==> src/rtl/bios_program_loader.sv <==
// Boot-time copier: pulls a block of words from the disk controller into instruction memory
// starting at address 0, then optionally pulses FLAG_biosim to hand fetch over to instruction memory.
//   state | meaning
//   IDLE  | waiting for start
//   REQ   | disk read request outstanding for word idx
//   WRITE | writing the captured word to IM[idx]
//   DONE  | one-cycle completion (done, optional FLAG_biosim)
module bios_program_loader #(
    parameter int ADDR_WIDTH      = 10,
    parameter int DISK_ADDR_WIDTH = 16
) (
    input  logic                       clock,
    input  logic                       reset,
    input  logic                       start,
    input  logic                       auto_switch,
    input  logic [DISK_ADDR_WIDTH-1:0] src_base,
    input  logic [ADDR_WIDTH:0]        word_count,
    output logic                       disk_req,
    output logic [DISK_ADDR_WIDTH-1:0] disk_addr,
    input  logic                       disk_ack,
    input  logic [31:0]                disk_data,
    output logic                       im_we,
    output logic [ADDR_WIDTH-1:0]      im_addr,
    output logic [31:0]                im_wdata,
    output logic                       busy,
    output logic                       done,
    output logic                       FLAG_biosim
);

    typedef enum logic [1:0] {IDLE, REQ, WRITE, DONE} state_t;

    localparam logic [ADDR_WIDTH:0] MAX_COUNT = {1'b1, {ADDR_WIDTH{1'b0}}};

    state_t                     state;
    logic [ADDR_WIDTH:0]        idx;
    logic [ADDR_WIDTH:0]        count_q;
    logic [DISK_ADDR_WIDTH-1:0] src_q;
    logic                       auto_q;
    logic [ADDR_WIDTH:0]        clamped_count;
    logic [ADDR_WIDTH:0]        idx_next;

    // The clamp guarantees idx never wraps and overwrites low memory a second time.
    always_comb begin
        clamped_count = word_count;
        if (word_count > MAX_COUNT) begin
            clamped_count = MAX_COUNT;
        end
    end

    assign idx_next = idx + (ADDR_WIDTH+1)'(1);

    always_ff @(posedge clock) begin
        if (reset) begin
            state       <= IDLE;
            idx         <= '0;
            count_q     <= '0;
            src_q       <= '0;
            auto_q      <= 1'b0;
            disk_req    <= 1'b0;
            disk_addr   <= '0;
            im_we       <= 1'b0;
            im_addr     <= '0;
            im_wdata    <= '0;
            busy        <= 1'b0;
            done        <= 1'b0;
            FLAG_biosim <= 1'b0;
        end else begin
            case (state)
                IDLE: begin
                    if (start) begin
                        src_q   <= src_base;
                        count_q <= clamped_count;
                        auto_q  <= auto_switch;
                        idx     <= '0;
                        busy    <= 1'b1;
                        if (clamped_count == '0) begin
                            state <= DONE;
                            done  <= 1'b1;
                        end else begin
                            state     <= REQ;
                            disk_req  <= 1'b1;
                            disk_addr <= src_base;
                        end
                    end
                end
                REQ: begin
                    if (disk_ack) begin
                        state    <= WRITE;
                        disk_req <= 1'b0;
                        im_we    <= 1'b1;
                        im_addr  <= idx[ADDR_WIDTH-1:0];
                        im_wdata <= disk_data;
                    end
                end
                WRITE: begin
                    im_we <= 1'b0;
                    if (idx_next == count_q) begin
                        state       <= DONE;
                        done        <= 1'b1;
                        FLAG_biosim <= auto_q;
                    end else begin
                        state     <= REQ;
                        idx       <= idx_next;
                        disk_req  <= 1'b1;
                        disk_addr <= src_q + DISK_ADDR_WIDTH'(idx_next);
                    end
                end
                DONE: begin
                    state       <= IDLE;
                    done        <= 1'b0;
                    FLAG_biosim <= 1'b0;
                    busy        <= 1'b0;
                end
                default: begin
                    state <= IDLE;
                end
            endcase
        end
    end

endmodule

==> config.mk <==
export PLATFORM = sky130hd
export DESIGN_NAME = bios_program_loader
export DESIGN_NICKNAME = d
export VERILOG_FILES = /design/src/rtl/bios_program_loader.sv
export SDC_FILE = /design/constraint.sdc
export NUM_CORES = 1
export LEC_CHECK = 0
export CAP_MARGIN = 30
export CELL_PAD_IN_SITES_DETAIL_PLACEMENT = 2
export CELL_PAD_IN_SITES_GLOBAL_PLACEMENT = 2
export CORE_ASPECT_RATIO = 1.2
export CORE_MARGIN = 2
export CORE_UTILIZATION = 28
export CTS_CLUSTER_SIZE = 30
export DETAILED_ROUTE_END_ITERATION = 6
export GPL_TIMING_DRIVEN = 0
export PLACE_DENSITY = 0.84
export SLEW_MARGIN = 20
export SYNTH_ARGS = -nofsm -noshare
export SYNTH_HDL_FRONTEND = slang
export SYNTH_SLANG_ARGS = --single-unit
==> constraint.sdc <==
create_clock -name clock -period 4.2 [get_ports clock]
set_clock_uncertainty 0.1 [all_clocks]
set_input_delay 0.84 -clock clock [delete_from_list [all_inputs] [get_ports clock]]
set_output_delay 0.84 -clock clock [all_outputs]
set_load 0.03 [all_outputs]
== Word-level counts from Yosys, hierarchy flattened ==
Index checks and enable logic that the tools add are counted.

* Register bits: 104
* Output and inout port bits: 63
* Logic and storage cells: 72
* Bits in writable memories: 0
* Bits in latches: 0
* Memories kept: 0
* Bits of input ports: 64
* ROM bits: 0

* Order comparisons: 1
* Reductions and logical operators: 18
* Equality and inequality tests: 10
* Divide/modulo/power cells: 0
* $add $sub $neg: 2
* Shift operators: 0
* Multipliers: 0
* Multiplexer cells: 28
* Bitwise gates (word level): 0

{| class="wikitable"
|+ Operators with widths
! cell !! count
|-
| $mux 16 || 3
|-
| $mux 11 || 3
|-
| $pmux 16 s2 || 1
|-
| $pmux 11 s2 || 1
|-
| $add 16x11->16 || 1
|-
| $ne 2x2->1 const B || 6
|-
| $reduce_and 2->1 || 6
|-
| $add 11x1->11 const B || 1
|-
| $eq 11x11->1 || 1
|-
| $gt 11x11->1 const B || 1
|-
| $logic_not 11->1 || 1
|-
| $mux 1 || 10
|-
| $mux 2 || 4
|-
| $pmux 2 s4 || 1
|-
| $reduce_and 4->1 || 2
|-
| $reduce_bool 2->1 || 4
|-
| $pmux 1 s2 || 3
|-
| $pmux 1 s3 || 2
|-
| $reduce_bool 3->1 || 2
|-
| $reduce_and 5->1 || 1
|-
| $eq 2x2->1 const B || 2
|-
| $reduce_and 3->1 || 1
|-
| $eq 2x1->1 const B || 1
|-
| $logic_not 2->1 || 1
|}

== Logic depth before layout (Yosys ltp) ==
* Depth in word-level cells: 6
* Mapped depth: 14
* Gate-level depth less buffers: 12

== Worst setup path before layout ==
Ideal clock, no wire load.

* Kind: reg-to-reg
* Start point: register idx[0]
* End point: register disk_addr[9]
* Required time: 3.968 ns
* Arrival: 2.789 ns
* Clock period less this slack: 3.021 ns
* Slack: 1.179 ns
* Stages on the path, launching flop included: 11
* Library setup time: 0.132 ns
* Buffers on the path: 1
* Cells stage by stage: dfxtp_1 buf_2 nand2_1 o21a_1 or2_2 ha_1 o311ai_0 nor2_1 o311a_1 a2111oi_0 nor3_1

* Longest elaborated chain between the ends: 4
* Elaborated cells between the ends (all ways): 7
* Classes of those cells: add/sub (2); eq/ne (2); mux (2); reduce/logical (1)

{| class="wikitable"
|+ Ends and longest elaborated chain
! what !! RTL line !! source
|-
| start, declared || 35 || <nowiki>logic [ADDR_WIDTH:0] idx;</nowiki>
|-
| start signal, assigned || 103 || <nowiki>idx <= idx_next;</nowiki>
|-
| $add 11x1->11 * || 50 || <nowiki>assign idx_next = idx + (ADDR_WIDTH+1)'(1);</nowiki>
|-
| $add 16x11->16 / $eq 11x11->1 (equally long branches) || 105, 97 ||
|-
| $mux 16 / $ne 2x2->1 (equally long branches) || n/a ||
|-
| $pmux 16 s2 / $reduce_and 4->1 (equally long branches) || n/a ||
|-
| end signal, assigned || 82 || <nowiki>disk_addr <= src_base;</nowiki>
|-
| end signal, assigned || 105 || <nowiki>disk_addr <= src_q + DISK_ADDR_WIDTH'(idx_next);</nowiki>
|-
| end, declared || 19 || <nowiki>output logic [DISK_ADDR_WIDTH-1:0] disk_addr,</nowiki>
|}

Mark *: on every way between the ends. The rest lies on a longest branch, timed or not. The select of a mux whose other input is x is not followed.
A chain may end at the register's enable or synchronous reset.

== Worst setup path after layout ==
* Start point: register idx[1]
* End point: register idx[7]

* Longest elaborated chain between the ends: 4
* Elaborated cells between the ends (all ways): 6
* Classes of those cells: add/sub (1); eq/ne (2); mux (2); reduce/logical (1)

{| class="wikitable"
|+ Ends and longest elaborated chain
! what !! RTL line !! source
|-
| $add 11x1->11 * || 50 ||
|-
| $eq 11x11->1 || 97 || <nowiki>if (idx_next == count_q) begin</nowiki>
|-
| $ne 2x2->1 (no source line) || n/a ||
|-
| $reduce_and 3->1 (no source line) || n/a ||
|}

Marks and branches as above.

==> flow_summary_export.csv <==
group,metric,value,unit
outcome,outcome,"finished clean",
setup_path,r2r_slack,0.36,ns
timing,drv_slew,0,
timing,finalSetupTns,0,ns
setup_path,crit_chain,"ha_1 > xor2_1 > xor2_1 > nor4_4 > o2111ai_2 > nor4_2 > buf_2 > o21ai_0 > a41o_1",
setup_path,start_kind,"register",
route,vias_per_cell,5.23,
placement,dp.cells,1069,
global_route,grt_pass1_vias,6113,
final_layout,diodes,0,
global_route,grt_pass1_wl,33100,um
timing,tightest_slew,0.913,ns
setup_path,rr_startpoint,"idx[1]$_SDFFE_PP0P_",
route,drc,0,
final_layout,area_growth,35.6,%
global_route,grt.total_usage,21.3,%
floorplanning,die_width,130,um
yosys,yosys.area.top_type,"dfxtp_1",
cts,clock_latency,0.37,ns
timing,clock.fmax,260,MHz
setup_path,cp_slowest_stage_delay,0.79,ns
route,wl_per_cell,19.5,um
cts,cts.clk_slew.worst_paths,0.08,ns
worst_hold_path,hold_path.class,"reg2reg",
setup_path,rr_worst_depth,9,
setup_path,critPathMaxFanout,10,
setup_path,required,4.36,ns
setup_path,path_buf_inv,1,
yosys,ys_top_cells_by_area,"dfxtp_1 (39%), nand2_1 (12%), a21oi_1 (9.6%)",
final_layout,stdcell_area,0.00723,mm^2
yosys,synth.distinct_cells,67,
setup_path,cpMaxStageDelayCell,"nor4_2",
global_route,gr-usage-met1,24.2,%
global_route,antenna_found_initial,0,
global_route,top_usage_layer,"met2",
route,num_vias,5683,
placement,place_congestion,0.902,
cts,cts_setup_buffers,0,
setup_path,critPathTopFamily,"simple AND/OR/NAND/NOR gates",
floorplanning,die-area,0.0202,mm^2
cts,cts_buffer_depth,2,
timing,hold_ws,0.355,ns
placement,dpl.hpwl,16200,um
final_layout,n_fill_cell,2180,
global_route,globalRouteMet3Util,3.54,%
power,p_leak,2.55,nW
timing,fin_crit,3.84,ns
yosys,ys_seq_area_share,39.0,%
final_layout,finalNonFillerCells,1086,
worst_hold_path,hold_path_depth,2,
cts,cts_root_buffer,"clkbuf_16",
cts,ctsHtreeMaxLevel,3,
final_layout,final_nets,905,
yosys,syn-num-nets,768,
setup_path,crit_type,"reg2reg",
global_route,use_met2,37.7,%
global_route,grt-ovfl-total,0,
floorplanning,coreArea,0.0188,mm^2
placement,placed_cell_area,0.00691,mm^2
setup_path,arrival,4.01,ns
route,drt_wl_total,21200,um
setup_path,cpMostUsedCell,"xor2_1",
yosys,syn_inst,688,
yosys,yosysWarnings,0,
yosys,netlist_area,0.00534,mm^2
route,firstDrtPassIters,4,
final_layout,drive_gt1_share,5.18,%
route,final_antenna_net_count,0,
placement,portBuffers,125,
cts,cts_sinks,104,
timing,finalHoldViolations,0,
yosys,yosys_most_used_dff,"dfxtp_1",
floorplanning,num_io_pins,127,
worst_hold_path,min-delay-start,"disk_addr[3]$_SDFFE_PP0P_",
timing,maxSlewHeadroom,38.3,%
cts,cts_made_buffers,9,
setup_path,crit_cells,9,
timing,setup_viol_count_final,0,
floorplanning,fp-row-count,55,
run,maxCapViolCount,0,
cts,cts_resized,0,
cts,cts_hold_buffers,0,
yosys,avgSynthCellArea,7.75,um^2
power,vdd_drop_max,179,uV
yosys,netlist.area_leader.share,39.0,%
timing,period_share,91.5,%
final_layout,layout_common_cells,"nand2_1 (166), clkdlybuf4s50_1 (125), dfxtp_1 (104)",
floorplanning,initial_core_util,28.4,%
yosys,synth_enable_flop_cells,0,
global_route,grt_max_degree,18,
final_layout,mostFrequentLayoutCell,"nand2_1",
timing,rsz0062_at_grt,"false",
yosys,synthArstFlopShare,0,%
setup_path,cp-startpoint,"idx[1]$_SDFFE_PP0P_",
yosys,synth-seq-cells,104,
power,power_density,337,mW/mm^2
cts,cts_tree,"built",
setup_path,worst_setup_path_end_kind,"register",
route,drtIter0Drc,258,
floorplanning,die_h,155,um
[registers in the layout, indices dropped and copies added (netlist names), 2 cells and up]
register,flops
state,2
src_q,16
disk_addr,16
count_q,11
im_wdata,32
idx,11
im_addr,10
[path summary, 6_finish.rpt]
path / endpoint
worst max-delay path: idx[7]$_SDFFE_PP0P_
worst min-delay path: disk_addr[3]$_SDFFE_PP0P_
worst max register to register: idx[7]$_SDFFE_PP0P_
worst min register to register: disk_addr[3]$_SDFFE_PP0P_
[tightest hold or removal path, stage by stage, from the launching register on]
cell and delay, ns:
dfxtp_1 0.31, nand2_1 0.06, o21ai_1 0.05
[final cells by class]
cell class | count | area, um^2 | area share [%]
repair buffers | 126 | 1260 | 17.4
multi-input cells | 516 | 2980 | 41.2
inverters | 15 | 56.3 | 0.779
flip-flops and latches | 104 | 2080 | 28.8
well taps | 256 | 320 | 4.43
clock buffers | 10 | 229 | 3.17
clock inverters | 6 | 91.3 | 1.26
plain buffers | 53 | 219 | 3.03
[metrics by stage]
step	total power [mW]	util, %	setup WS (ns)
after CTS	2.47	38.5	0.412
final	2.44	38.5	0.355
after global routing	2.55	38.5	0.0901
after detailed placement	1.53	36.8	0.0631
after floorplan	1.32	-	1.18
after global placement	1.52	36.8	0.151
[logic make-up after synthesis]
family          Yosys count  synth area share, %
xor+xnor                 24                 4.74
flops                   104                 39.0
fa+ha+maj                16                 3.89
simple gates            290                 25.6
mux                       3                0.586
compound gates          183                 21.0
buf+inv                  68                 5.16
[cell usage after synthesis, types with 3 or more instances]
master and count:
nor3_1 12, nor4_1 4, o211ai_1 11, o21ai_0 17, a31oi_1 4, nand3b_1 12
xor2_1 8, inv_1 14, a211oi_1 5, nor2_1 23, clkbuf_1 35, a2111oi_0 4
nand3_1 28, ha_1 15, buf_1 7, o41ai_1 3, a311oi_1 3, buf_2 10
o21a_1 3, o31ai_1 5, a221oi_1 3, a41o_1 3, and2_1 3, nor3b_1 3
o2111ai_1 3, nand2b_1 3, nand4_1 8, or4_1 4, nand2_1 166, xnor2_1 13
a21o_1 4, a21oi_1 102, or2_2 5, dfxtp_1 104
[per-layer routing]
layer	up-vias	part of all wire, %	routed length (um)
li1	2694	-	-
met1	2766	41	8680
met2	170	50	10600
met3	53	4.3	904
met4	0	4.5	961
met5	-	0	0
[power by group]
part | internal, mW | switching (mW)
sequential | 1.03 | 0.0356
clock | 0.526 | 0.409
combinational | 0.177 | 0.258
total | 1.74 | 0.702
Note: power is estimated with default switching activity, not from simulation.
